`config.mk`:
```
export PLATFORM = sky130hd
export DESIGN_NAME = nvdla_dbb_stream_bridge_flat
export DESIGN_NICKNAME = d
export VERILOG_FILES = /design/src/rtl/nvdla_package.sv /design/src/rtl/hwpe_stream_intf_stream.sv /design/src/rtl/nvdla_dbb_rr_arb.sv /design/src/rtl/nvdla_dbb_stream_bridge.sv /design/src/flat_wrapper.sv
export SDC_FILE = /design/constraint.sdc
export NUM_CORES = 1
export LEC_CHECK = 0
export ABC_CLOCK_PERIOD_IN_PS = 6500
export CAP_MARGIN = 15
export CORE_AREA = 3 3 189 191
export CTS_CLUSTER_SIZE = 20
export DETAILED_ROUTE_END_ITERATION = 8
export DIE_AREA = 0 0 192 194
export GPL_TIMING_DRIVEN = 0
export PLACE_DENSITY = 0.48
export SYNTH_ARGS = -nofsm -noshare
export SYNTH_HDL_FRONTEND = slang
export SYNTH_HIERARCHICAL = 1
export SYNTH_SLANG_ARGS = --single-unit
```
`constraint.sdc`:
```
create_clock -name clk_i -period 6.5 [get_ports clk_i]
set_input_delay 0.65 -clock clk_i [delete_from_list [all_inputs] [get_ports clk_i]]
set_output_delay 0.65 -clock clk_i [all_outputs]
set_load 0.02 [all_outputs]
```
`src/rtl/nvdla_package.sv`:
```
// Shared types for the DBB <-> HWPE stream bridge: channel structs, streamer
// control/flag structs and the bridge FSM state encoding.
package nvdla_package;

    localparam int unsigned DbbDataW  = 64;
    localparam int unsigned DbbAddrW  = 32;
    localparam int unsigned DbbLenW   = 4;
    localparam int unsigned DbbIdW    = 8;
    localparam int unsigned DbbStrbW  = DbbDataW / 8;
    localparam int unsigned DbbTransW = DbbLenW + 1;

    typedef struct packed {
        logic                valid;
        logic [DbbAddrW-1:0] addr;
        logic [DbbLenW-1:0]  len;
        logic [DbbIdW-1:0]   id;
    } dbb_req_t;

    typedef struct packed {
        logic                valid;
        logic [DbbDataW-1:0] data;
        logic [DbbStrbW-1:0] strb;
        logic                last;
    } dbb_wdat_t;

    typedef struct packed {
        logic              valid;
        logic [DbbIdW-1:0] id;
        logic              err;
    } dbb_rsp_t;

    typedef struct packed {
        logic                valid;
        logic [DbbDataW-1:0] data;
        logic [DbbIdW-1:0]   id;
        logic                last;
    } dbb_rdat_t;

    typedef struct packed {
        logic                 req_start;
        logic [DbbAddrW-1:0]  base_addr;
        logic [DbbTransW-1:0] trans_size;
    } stream_ctrl_t;

    typedef struct packed {
        stream_ctrl_t sink;
        stream_ctrl_t source;
    } ctrl_streamer_t;

    typedef struct packed {
        logic ready_start;
    } stream_flags_t;

    typedef struct packed {
        stream_flags_t sink;
        stream_flags_t source;
    } flags_streamer_t;

    typedef enum logic [2:0] {
        StIdle,
        StWrStart,
        StWrData,
        StWrRsp,
        StRdStart,
        StRdData,
        StRdTerm
    } dbb_state_e;

endpackage

```
`src/rtl/hwpe_stream_intf_stream.sv`:
```
// Valid/ready data stream with byte strobes, as used by the HWPE streamers.
interface hwpe_stream_intf_stream #(
    parameter int unsigned DATA_WIDTH = 32
) ();
    localparam int unsigned STRB_WIDTH = DATA_WIDTH / 8;

    logic                  valid;
    logic                  ready;
    logic [DATA_WIDTH-1:0] data;
    logic [STRB_WIDTH-1:0] strb;

    modport source (output valid, output data, output strb, input ready);
    modport sink (input valid, input data, input strb, output ready);
endinterface

```
`src/rtl/nvdla_dbb_rr_arb.sv`:
```
// Two-way round-robin arbiter (bit 0 = write, bit 1 = read). The pointer flips on
// every grant, so a lone requester also hands priority to the other side.
module nvdla_dbb_rr_arb (
    input  logic       clk_i,
    input  logic       rst_ni,
    input  logic       clear_i,
    input  logic       en_i,
    input  logic [1:0] req_i,
    output logic [1:0] gnt_o
);
    logic ptr_q, ptr_d;

    always_comb begin
        gnt_o = 2'b00;
        if (en_i) begin
            case (req_i)
                2'b01:   gnt_o = 2'b01;
                2'b10:   gnt_o = 2'b10;
                2'b11:   gnt_o = ptr_q ? 2'b10 : 2'b01;
                default: gnt_o = 2'b00;
            endcase
        end
        ptr_d = ptr_q;
        if (clear_i) begin
            ptr_d = 1'b0;
        end else if (|gnt_o) begin
            ptr_d = ~ptr_q;
        end
    end

    always_ff @(posedge clk_i or negedge rst_ni) begin
        if (!rst_ni) begin
            ptr_q <= 1'b0;
        end else begin
            ptr_q <= ptr_d;
        end
    end
endmodule

```
`src/rtl/nvdla_dbb_stream_bridge.sv`:
```
// Bridges DBB read/write bursts onto HWPE sink/source streamers.
// Define NVDLA_DBB_LAST_CHECK_EN to flag wr_dat_i.last mismatches in wr_rsp_o.err.
module nvdla_dbb_stream_bridge
    import nvdla_package::*;
#(
    parameter int unsigned DATA_W = DbbDataW,
    parameter int unsigned ADDR_W = DbbAddrW,
    parameter int unsigned LEN_W  = DbbLenW,
    parameter int unsigned ID_W   = DbbIdW
) (
    input  logic                   clk_i,
    input  logic                   rst_ni,
    input  logic                   clear_i,
    input  dbb_req_t               wr_req_i,
    output logic                   wr_req_ready_o,
    input  dbb_req_t               rd_req_i,
    output logic                   rd_req_ready_o,
    input  dbb_wdat_t              wr_dat_i,
    output logic                   wr_dat_ready_o,
    output dbb_rsp_t               wr_rsp_o,
    input  logic                   wr_rsp_ready_i,
    output dbb_rdat_t              rd_dat_o,
    input  logic                   rd_dat_ready_i,
    output ctrl_streamer_t         ctrl_streamer_o,
    input  flags_streamer_t        flags_streamer_i,
    hwpe_stream_intf_stream.source dbb_o,
    hwpe_stream_intf_stream.sink   dbb_i
);
    localparam int unsigned TRANS_W = LEN_W + 1;

    dbb_state_e         state_q, state_d;
    logic [LEN_W-1:0]   cnt_q, cnt_d;
    logic [LEN_W-1:0]   len_q, len_d;
    logic [ADDR_W-1:0]  addr_q, addr_d;
    logic [ID_W-1:0]    id_q, id_d;
    logic               rsp_vld_q, rsp_vld_d;
    logic               err_q, err_d;
    logic [1:0]         gnt;
    logic [DATA_W-1:0]  rd_data;
    logic [TRANS_W-1:0] trans_size;
    logic               last_beat, wr_fire, rd_fire, rsp_valid, last_mismatch;
    logic               unused_rd_strb;

    nvdla_dbb_rr_arb u_arb (
        .clk_i   (clk_i),
        .rst_ni  (rst_ni),
        .clear_i (clear_i),
        .en_i    ((state_q == StIdle) && !clear_i),
        .req_i   ({rd_req_i.valid, wr_req_i.valid}),
        .gnt_o   (gnt)
    );

    // Termination uses the counter only; the counter may wrap after the final beat.
    assign last_beat  = (cnt_q == len_q);
    assign trans_size = TRANS_W'(len_q) + TRANS_W'(1);

    assign dbb_o.valid    = (state_q == StWrData) && wr_dat_i.valid;
    assign dbb_o.data     = wr_dat_i.data;
    assign dbb_o.strb     = wr_dat_i.strb;
    assign wr_dat_ready_o = (state_q == StWrData) && dbb_o.ready;
    assign wr_fire        = dbb_o.valid && dbb_o.ready;

    assign dbb_i.ready    = (state_q == StRdData) && rd_dat_ready_i;
    assign rd_fire        = dbb_i.valid && dbb_i.ready;
    assign rd_data        = dbb_i.data;
    assign unused_rd_strb = ^dbb_i.strb;

    // Once the sink signals ready_start the response stays valid until accepted.
    assign rsp_valid = (state_q == StWrRsp) && (rsp_vld_q || flags_streamer_i.sink.ready_start);

`ifdef NVDLA_DBB_LAST_CHECK_EN
    assign last_mismatch = wr_dat_i.last ^ last_beat;
`else
    logic unused_last;
    assign last_mismatch = 1'b0;
    assign unused_last   = wr_dat_i.last;
`endif

    always_comb begin
        state_d   = state_q;
        cnt_d     = cnt_q;
        len_d     = len_q;
        addr_d    = addr_q;
        id_d      = id_q;
        rsp_vld_d = rsp_vld_q;
        err_d     = err_q;

        wr_req_ready_o = gnt[0];
        rd_req_ready_o = gnt[1];

        ctrl_streamer_o.sink.req_start    = 1'b0;
        ctrl_streamer_o.sink.base_addr    = addr_q;
        ctrl_streamer_o.sink.trans_size   = trans_size;
        ctrl_streamer_o.source.req_start  = 1'b0;
        ctrl_streamer_o.source.base_addr  = addr_q;
        ctrl_streamer_o.source.trans_size = trans_size;

        wr_rsp_o.valid = rsp_valid;
        wr_rsp_o.id    = id_q;
        wr_rsp_o.err   = err_q;

        rd_dat_o.valid = (state_q == StRdData) && dbb_i.valid;
        rd_dat_o.data  = rd_data;
        rd_dat_o.id    = id_q;
        rd_dat_o.last  = last_beat;

        case (state_q)
            StIdle: begin
                if (gnt[0]) begin
                    addr_d  = wr_req_i.addr;
                    len_d   = wr_req_i.len;
                    id_d    = wr_req_i.id;
                    cnt_d   = '0;
                    err_d   = 1'b0;
                    state_d = StWrStart;
                end else if (gnt[1]) begin
                    addr_d  = rd_req_i.addr;
                    len_d   = rd_req_i.len;
                    id_d    = rd_req_i.id;
                    cnt_d   = '0;
                    err_d   = 1'b0;
                    state_d = StRdStart;
                end
            end
            StWrStart: begin
                if (flags_streamer_i.sink.ready_start) begin
                    ctrl_streamer_o.sink.req_start = 1'b1;
                    state_d = StWrData;
                end
            end
            StWrData: begin
                if (wr_fire) begin
                    cnt_d = cnt_q + LEN_W'(1);
                    if (last_mismatch) begin
                        err_d = 1'b1;
                    end
                    if (last_beat) begin
                        state_d = StWrRsp;
                    end
                end
            end
            StWrRsp: begin
                if (rsp_valid) begin
                    rsp_vld_d = 1'b1;
                    if (wr_rsp_ready_i) begin
                        rsp_vld_d = 1'b0;
                        state_d   = StIdle;
                    end
                end
            end
            StRdStart: begin
                if (flags_streamer_i.source.ready_start) begin
                    ctrl_streamer_o.source.req_start = 1'b1;
                    state_d = StRdData;
                end
            end
            StRdData: begin
                if (rd_fire) begin
                    cnt_d = cnt_q + LEN_W'(1);
                    if (last_beat) begin
                        state_d = StRdTerm;
                    end
                end
            end
            StRdTerm: begin
                if (flags_streamer_i.source.ready_start) begin
                    state_d = StIdle;
                end
            end
            default: state_d = StIdle;
        endcase

        // Soft clear drops any burst in flight without a response.
        if (clear_i) begin
            state_d   = StIdle;
            cnt_d     = '0;
            len_d     = '0;
            addr_d    = '0;
            id_d      = '0;
            rsp_vld_d = 1'b0;
            err_d     = 1'b0;
            ctrl_streamer_o.sink.req_start   = 1'b0;
            ctrl_streamer_o.source.req_start = 1'b0;
        end
    end

    always_ff @(posedge clk_i or negedge rst_ni) begin
        if (!rst_ni) begin
            state_q   <= StIdle;
            cnt_q     <= '0;
            len_q     <= '0;
            addr_q    <= '0;
            id_q      <= '0;
            rsp_vld_q <= 1'b0;
            err_q     <= 1'b0;
        end else begin
            state_q   <= state_d;
            cnt_q     <= cnt_d;
            len_q     <= len_d;
            addr_q    <= addr_d;
            id_q      <= id_d;
            rsp_vld_q <= rsp_vld_d;
            err_q     <= err_d;
        end
    end
endmodule

```
`src/flat_wrapper.sv`:
```
// flat-port wrapper written by rule: the top's interface ports become plain ports
module nvdla_dbb_stream_bridge_flat import nvdla_package::*;
#(
    parameter int unsigned DATA_W = DbbDataW,
    parameter int unsigned ADDR_W = DbbAddrW,
    parameter int unsigned LEN_W  = DbbLenW,
    parameter int unsigned ID_W   = DbbIdW
)
  (clk_i, rst_ni, clear_i, wr_req_i, wr_req_ready_o, rd_req_i, rd_req_ready_o, wr_dat_i, wr_dat_ready_o, wr_rsp_o, wr_rsp_ready_i, rd_dat_o, rd_dat_ready_i, ctrl_streamer_o, flags_streamer_i, dbb_o_valid, dbb_o_data, dbb_o_strb, dbb_o_ready, dbb_i_valid, dbb_i_data, dbb_i_strb, dbb_i_ready);
  hwpe_stream_intf_stream #(.DATA_WIDTH(DbbDataW)) dbb_o_i ();
  hwpe_stream_intf_stream #(.DATA_WIDTH(DbbDataW)) dbb_i_i ();
  input  logic clk_i;
  input  logic rst_ni;
  input  logic clear_i;
  input  dbb_req_t wr_req_i;
  output logic wr_req_ready_o;
  input  dbb_req_t rd_req_i;
  output logic rd_req_ready_o;
  input  dbb_wdat_t wr_dat_i;
  output logic wr_dat_ready_o;
  output dbb_rsp_t wr_rsp_o;
  input  logic wr_rsp_ready_i;
  output dbb_rdat_t rd_dat_o;
  input  logic rd_dat_ready_i;
  output ctrl_streamer_t ctrl_streamer_o;
  input  flags_streamer_t flags_streamer_i;
  output wire logic [$bits(dbb_o_i.valid)-1:0] dbb_o_valid;
  output wire logic [$bits(dbb_o_i.data)-1:0] dbb_o_data;
  output wire logic [$bits(dbb_o_i.strb)-1:0] dbb_o_strb;
  input wire logic [$bits(dbb_o_i.ready)-1:0] dbb_o_ready;
  input wire logic [$bits(dbb_i_i.valid)-1:0] dbb_i_valid;
  input wire logic [$bits(dbb_i_i.data)-1:0] dbb_i_data;
  input wire logic [$bits(dbb_i_i.strb)-1:0] dbb_i_strb;
  output wire logic [$bits(dbb_i_i.ready)-1:0] dbb_i_ready;
  assign dbb_o_valid = dbb_o_i.valid;
  assign dbb_o_data = dbb_o_i.data;
  assign dbb_o_strb = dbb_o_i.strb;
  assign dbb_o_i.ready = dbb_o_ready;
  assign dbb_i_i.valid = dbb_i_valid;
  assign dbb_i_i.data = dbb_i_data;
  assign dbb_i_i.strb = dbb_i_strb;
  assign dbb_i_ready = dbb_i_i.ready;
  nvdla_dbb_stream_bridge #(.DATA_W(DATA_W), .ADDR_W(ADDR_W), .LEN_W(LEN_W), .ID_W(ID_W)) u_core (.clk_i(clk_i), .rst_ni(rst_ni), .clear_i(clear_i), .wr_req_i(wr_req_i), .wr_req_ready_o(wr_req_ready_o), .rd_req_i(rd_req_i), .rd_req_ready_o(rd_req_ready_o), .wr_dat_i(wr_dat_i), .wr_dat_ready_o(wr_dat_ready_o), .wr_rsp_o(wr_rsp_o), .wr_rsp_ready_i(wr_rsp_ready_i), .rd_dat_o(rd_dat_o), .rd_dat_ready_i(rd_dat_ready_i), .ctrl_streamer_o(ctrl_streamer_o), .flags_streamer_i(flags_streamer_i), .dbb_o(dbb_o_i), .dbb_i(dbb_i_i));
endmodule
```
==> results.json, run 1 <==
{
  "synthCells": 476,
  "synth-simple-area-share_pct": 9.47,
  "max-cap-violations": 0,
  "grt_overflow": 0,
  "slew_headroom_pct": 50.7,
  "antenna_found_initial": 2,
  "synth_top_family_by_area": "buffers and inverters",
  "start_util_pct": 12.7,
  "final.setup.tns_ns": 0,
  "vias": 4389,
  "numClockSinks": 53,
  "worstPathCellList": "clkdlybuf4s50_1 -> buf_4 -> clkbuf_1 -> nor4_1 -> nand2_1 -> a21oi_1 -> clkdlybuf4s50_1",
  "synthMuxAreaShare_pct": 11.0,
  "rsz0062_at_grt": "false",
  "use_met3_pct": 2.86,
  "final_cells": 1276,
  "max-clock-path-buffers": 2,
  "grt-busiest-layer": "met2",
  "required_ns": 5.85,
  "worstSetupEndpointType": "primary output",
  "design.core.area_sq_um": 34300,
  "ios": 482,
  "drive_above_1_share_pct": 26.2,
  "yosysSeqAreaShare_pct": 30.5,
  "synth-main-ff-cell": "dfrtp_1",
  "dieHeight_um": 194,
  "wl_per_cell_um": 15.9,
  "hold_slack_ns": 0.325,
  "max_stage_delay_ns": 0.70,
  "cp-startpoint": "clear_i",
  "core.rowCount": 68,
  "drc": 0,
  "routed_via_density": 3.44,
  "cts-resized-gates": 0,
  "numCtsBuffers": 5,
  "final_hold_viol_count": 0,
  "reg2reg_from": "u_core/state_q[2]",
  "finalSetupViolCount": 0,
  "synth_fa_ha_area_share_pct": 0.576,
  "crit_path_top_delay_cell": "clkdlybuf4s50_1",
  "syn_nets": 723,
  "place_hpwl_mm": 17.4,
  "gp_congestion": 0.733,
  "met2_usage_pct": 18.9,
  "ir_worst_vdd_mv": 0.153,
  "cts_setup_buffers": 0,
  "async_flop_share_pct": 100,
  "grtUsageMet1_pct": 11.7,
  "root_buffer": "clkbuf_16",
  "grt_start_max_net_pins": 34,
  "cts_tree": "built",
  "dp.cells": 1267,
  "p_total_mw": 2.26,
  "drt-pass1-iter-count": 5,
  "wl_mm": 20.3,
  "finalCriticalPeriod_ns": 3.68,
  "area_growth_pct": 94.2,
  "netlist_area_sq_um": 4350,
  "fmax_mhz": 272,
  "grt_first_pass_wirelength_mm": 28.6,
  "nFillCells": 3726,
  "drtAntennaViolNets": 0,
  "pwr_density_cell_nw_per_um2": 268,
  "status": "completed",
  "synth_compound_area_share_pct": 12.4,
  "syn_area_per_cell_sq_um": 9.13,
  "dieWidth_um": 192,
  "startpoint_type": "primary input",
  "h-tree-depth": 2,
  "yosysWarnings": 6,
  "grt_pass1_vias": 4510,
  "grt_use_total_pct": 10.2,
  "finalCritPeriodShare_pct": 56.6,
  "path_class": "in -> out",
  "critPathMaxFanout": 10,
  "port-buffer-count": 335,
  "synth.distinct_cells": 52,
  "final_nets": 1066,
  "synth_xor_area_share_pct": 1.21,
  "hp-class": "in -> async",
  "synth_seq_cells": 53,
  "finClkSkew_ns": 0.0118,
  "path_clk_slew_ns": 0.08,
  "worst_skew_pair.late_latency_ns": 0.31,
  "dr.first_iter.drc_count": 148,
  "die_area_sq_um": 37200,
  "worst_pin_slew_ns": 0.739,
  "maxSlewViolCount": 0,
  "synth_edf_count": 0,
  "arrival_ns": 3.03,
  "crit_top_cell": "clkdlybuf4s50_1",
  "cts_hold_buf": 0,
  "p_leak_nw": 3.56
}
## synthesized netlist by cell type (2+ instances only)
library cell    n  area (sq um)
o21ai_0         2          10.0
dfrtp_1        53          1330
inv_1           3          11.3
buf_2           9          45.0
clkbuf_1       14          52.6
nand3_1         2          10.0
a211o_1         2          17.5
and2_1          4          25.0
o21a_1          2          15.0
buf_4         185          1390
a21oi_1         7          35.0
nor4b_1         2          17.5
ha_1            2          25.0
nor3_1          2          10.0
xor2_1          5          43.8
and3b_1         2          17.5
nand2_1        49           184
nor4_1          3          18.8
mux2i_1        45           450
and3_1          2          12.5
nor2_1          6          22.5
o31ai_1        45           338
## layout by cell type (no fill, tap or decap), types with 3 or more instances in the layout
cell type | Yosys | layout
clkbuf_16 | 0 | 5
and2_1 | 4 | 4
clkdlybuf4s50_1 | 0 | 334
nand2_1 | 49 | 49
nor4_1 | 3 | 3
o31ai_1 | 45 | 45
nor2_1 | 6 | 6
mux2i_1 | 45 | 45
buf_4 | 185 | 185
a21oi_1 | 7 | 7
xor2_1 | 5 | 5
buf_2 | 9 | 10
dfrtp_1 | 53 | 53
clkbuf_1 | 14 | 14
inv_1 | 3 | 3
## cells by family after synthesis
kind of cell,Yosys count
xor+xnor,6
compound gates,72
fa+ha+maj,2
flops,53
mux,47
other cells,1
simple gates,83
buf+inv,212
## through the flow
step                      setup WS (ns)  cell area (sq um)  utilization [%]
after global placement             2.65               8270             24.1
after floorplan                    3.74               4350                -
after CTS                          2.71               8440             24.6
final                              2.82               8440             24.6
after global routing               2.53               8440             24.6
after detailed placement           2.58               8280             24.2
## sequential cells by signal, indices dropped and copies added, names as in the netlist
name                cells
u_core/rsp_vld_q        1
u_core/addr_q          32
u_core/state_q          3
u_core/u_arb/ptr_q      1
u_core/cnt_q            4
u_core/len_q            4
u_core/id_q             8
## power breakdown
group | switching (mW) | total, mW | internal (mW)
clock | 0.133 | 0.287 | 0.154
combinational | 0.698 | 1.44 | 0.742
sequential | 0.111 | 0.533 | 0.423
## worst max-delay path, delay by kind of cell
kind	cells	cell delay, ns
AND/OR/NAND/NOR	2	0.53
AO/OA/AOI/OAI	1	0.26
buffers and inverters	4	1.59
## area by class of cell
cell class	instances	area, sq um	share of cell area [%]
repair buffers	336	3370	39.9
multi-input cells	211	1510	17.9
plain buffers	209	1500	17.7
flip-flops and latches	53	1330	15.7
well taps	455	569	6.75
clock buffers	6	139	1.65
clock inverters	2	13.8	0.163
inverters	3	11.3	0.133
diodes	1	2.50	0.0297
## routing by layer
metal  vias to the layer above  wire length (um)
li1                       2130                 -
met1                      1994              7860
met2                       249             10600
met3                        12              1720
met4                         4               115
met5                         -                30
## worst paths after layout
path                                           to  slack [ns]  cells past startpoint
worst max-delay path               rd_req_ready_o        2.82                      7
worst min-delay path            u_core/addr_q[17]        0.32                      1
worst max register to register    u_core/len_q[1]        3.66                      8
worst min register to register     u_core/id_q[3]        0.52                      2
max in group asynchronous        u_core/addr_q[7]        5.59                      2
min in group clk_i                 u_core/id_q[3]        0.52                      2
(Power assumes the default switching activity.)
==> run 2: changes to the inputs <==
--- a/config.mk
+++ b/config.mk
@@ -5,14 +5,14 @@
 export SDC_FILE = /design/constraint.sdc
 export NUM_CORES = 1
 export LEC_CHECK = 0
-export ABC_CLOCK_PERIOD_IN_PS = 6500
+export ABC_CLOCK_PERIOD_IN_PS = 3800
 export CAP_MARGIN = 15
-export CORE_AREA = 3 3 189 191
+export CORE_AREA = 3 3 184 186
 export CTS_CLUSTER_SIZE = 20
 export DETAILED_ROUTE_END_ITERATION = 8
-export DIE_AREA = 0 0 192 194
+export DIE_AREA = 0 0 187 189
 export GPL_TIMING_DRIVEN = 0
-export PLACE_DENSITY = 0.48
+export PLACE_DENSITY = 0.5
 export SYNTH_ARGS = -nofsm -noshare
 export SYNTH_HDL_FRONTEND = slang
 export SYNTH_HIERARCHICAL = 1
==> constraint.sdc (replaced) <==
create_clock -name clk_i -period 3.8 [get_ports clk_i]
set_input_delay 0.38 -clock clk_i [delete_from_list [all_inputs] [get_ports clk_i]]
set_output_delay 0.38 -clock clk_i [all_outputs]
set_load 0.02 [all_outputs]
==> run 2 against run 1 <==
Sequential power grew 71%. Utilization up 1.4 points. Total power grew 74%. Count of clock-buffer cells in the layout up 1. Non-clock buffer count is the same. Highest routed layer is now met4.
==> results.json, run 2 (synthesis gave the netlist of run 1 again) <==
{
  "status": "completed",
  "area_growth_pct": 94.2,
  "cts_setup_buffers": 0,
  "p_total_mw": 3.93,
  "port-buffer-count": 335,
  "root_buffer": "clkbuf_16",
  "cp-startpoint": "clear_i",
  "worst_skew_pair.late_latency_ns": 0.30,
  "cts_hold_buf": 0,
  "reg2reg_from": "u_core/state_q[2]",
  "dieWidth_um": 187,
  "numCtsBuffers": 5,
  "multi_input_area_sq_um": 1510,
  "path_class": "in -> reg",
  "dr.first_iter.drc_count": 128,
  "grt_overflow": 0,
  "rsz0062_at_grt": "false",
  "drtAntennaViolNets": 0,
  "final_nets": 1066,
  "wl_per_cell_um": 16.0,
  "nFillCells": 3503,
  "place_hpwl_mm": 17.4,
  "die_area_sq_um": 35300,
  "worstSetupEndpointType": "flip-flop",
  "pwr_density_cell_nw_per_um2": 465,
  "maxSlewViolCount": 0,
  "gp_congestion": 0.736,
  "p_leak_nw": 3.57,
  "drc": 0,
  "r2r_slack_ns": 0.94,
  "diodes": 0,
  "regMostFlops": "u_core/addr_q",
  "p_int_mw": 2.32,
  "routed_via_density": 3.51,
  "ios": 482,
  "rr_worst_depth": 8,
  "r2r_end": "u_core/addr_q[28]",
  "numClockSinks": 53,
  "cts-resized-gates": 0,
  "final_hold_viol_count": 0,
  "start_util_pct": 13.4,
  "critPathMaxFanout": 10,
  "largest_reg_flops": 32,
  "switching_share_pct": 40.9,
  "max-cap-violations": 0,
  "dieHeight_um": 189,
  "core.rowCount": 66,
  "grt_pass1_vias": 4697,
  "path_clk_slew_ns": 0.07,
  "p_sw_mw": 1.60,
  "fmax_mhz": 315,
  "worst_pin_slew_ns": 0.734,
  "arrival_ns": 3.40,
  "p_comb_share_pct": 62.6,
  "top_regs": "u_core/addr_q x32, u_core/id_q x8",
  "startpoint_type": "primary input",
  "hp-class": "in -> async",
  "grt_use_total_pct": 10.7,
  "grt_start_max_net_pins": 29,
  "final.setup.tns_ns": 0,
  "p_clk_share_pct": 14.2,
  "final_common_cell": "clkdlybuf4s50_1",
  "required_ns": 4.02,
  "finalSetupViolCount": 0,
  "finClkSkew_ns": 0.00555,
  "vias": 4435,
  "design.core.area_sq_um": 32500,
  "drt-pass1-iter-count": 4,
  "slew_headroom_pct": 51.1,
  "max-clock-path-buffers": 2,
  "seqPwrFrac_pct": 23.3,
  "finalCriticalPeriod_ns": 3.18,
  "register_area_sq_um": 1330,
  "h-tree-depth": 2,
  "cts_tree": "built",
  "layout_common_cells": "clkdlybuf4s50_1, buf_4, dfrtp_1, nand2_1",
  "antenna_found_initial": 0,
  "grt_first_pass_wirelength_mm": 28.9,
  "wl_mm": 20.2,
  "finalCritPeriodShare_pct": 83.6,
  "drive_above_1_share_pct": 26.1,
  "ir_worst_vdd_mv": 0.185
}
-- run 2: cell count changes in the layout (fill, tap and decap cells not counted) --
cell,previous run,this run
clkbuf_1,14,15
diode_2,1,0
clkinv_4,1,0
clkinv_2,1,0
bufinv_16,0,1
-- run 2: layout make-up --
cell class / instances / area share (%)
plain buffers: 209 / 17.7
clock buffers: 7 / 1.69
clock inverters: 1 / 0.356
inverters: 3 / 0.133
multi-input cells: 211 / 17.9
flip-flops and latches: 53 / 15.7
well taps: 442 / 6.55
repair buffers: 336 / 39.9
-- run 2: metal layers --
layer	up-vias	track usage [%]	part of all wire, %
li1	2127	-	-
met4	0	1.63	0.71
met3	7	3.20	7.0
met2	235	20.5	54
met1	2066	11.8	38
met5	-	0	0
-- run 2: how the worst max path moves through the flow --
| stage | end | slack (ns) | cells after the start |
|---|---|---|---|
| floorplan | u_core/addr_q[10] | 1.31 | 9 |
| global placement | u_core/addr_q[16] | 0.19 | 10 |
| detailed placement | u_core/addr_q[22] | 0.20 | 10 |
| CTS | u_core/cnt_q[3] | 0.52 | 10 |
| global route | u_core/addr_q[20] | 0.25 | 10 |
| finish | u_core/cnt_q[3] | 0.62 | 10 |
-- run 2: power by group through the flow --
stage	Sequential (mW)	Combinational, mW	Clock (mW)
finish	0.913	2.46	0.556
global route	0.949	2.63	0.599
CTS	0.930	2.50	0.581
detailed placement	0.940	2.49	0
global placement	0.937	2.48	0
floorplan	1.02	1.23	0
-- run 2: metrics by stage --
step	hold slack [ns]	instance area (sq um)	std cells	util [%]	setup slack [ns]
finish	0.111	8440	1262	26.0	0.621
global route	0.166	8440	1262	26.0	0.247
CTS	0.135	8440	1262	26.0	0.517
detailed placement	0.463	8270	1254	25.5	0.198
global placement	0.488	8250	1253	25.4	0.193
floorplan	0.0844	4350	476	-	1.31
-- run 2: worst max-delay path, stage by stage --
cell and delay (ns):
clkdlybuf4s50_1 0.50, buf_4 0.20, clkbuf_1 0.42, nor4_1 0.16, nand2_1 0.11, a21oi_1 0.07
o21ba_2 0.24, a21oi_2 0.51, clkbuf_1 0.57, a21boi_1 0.24
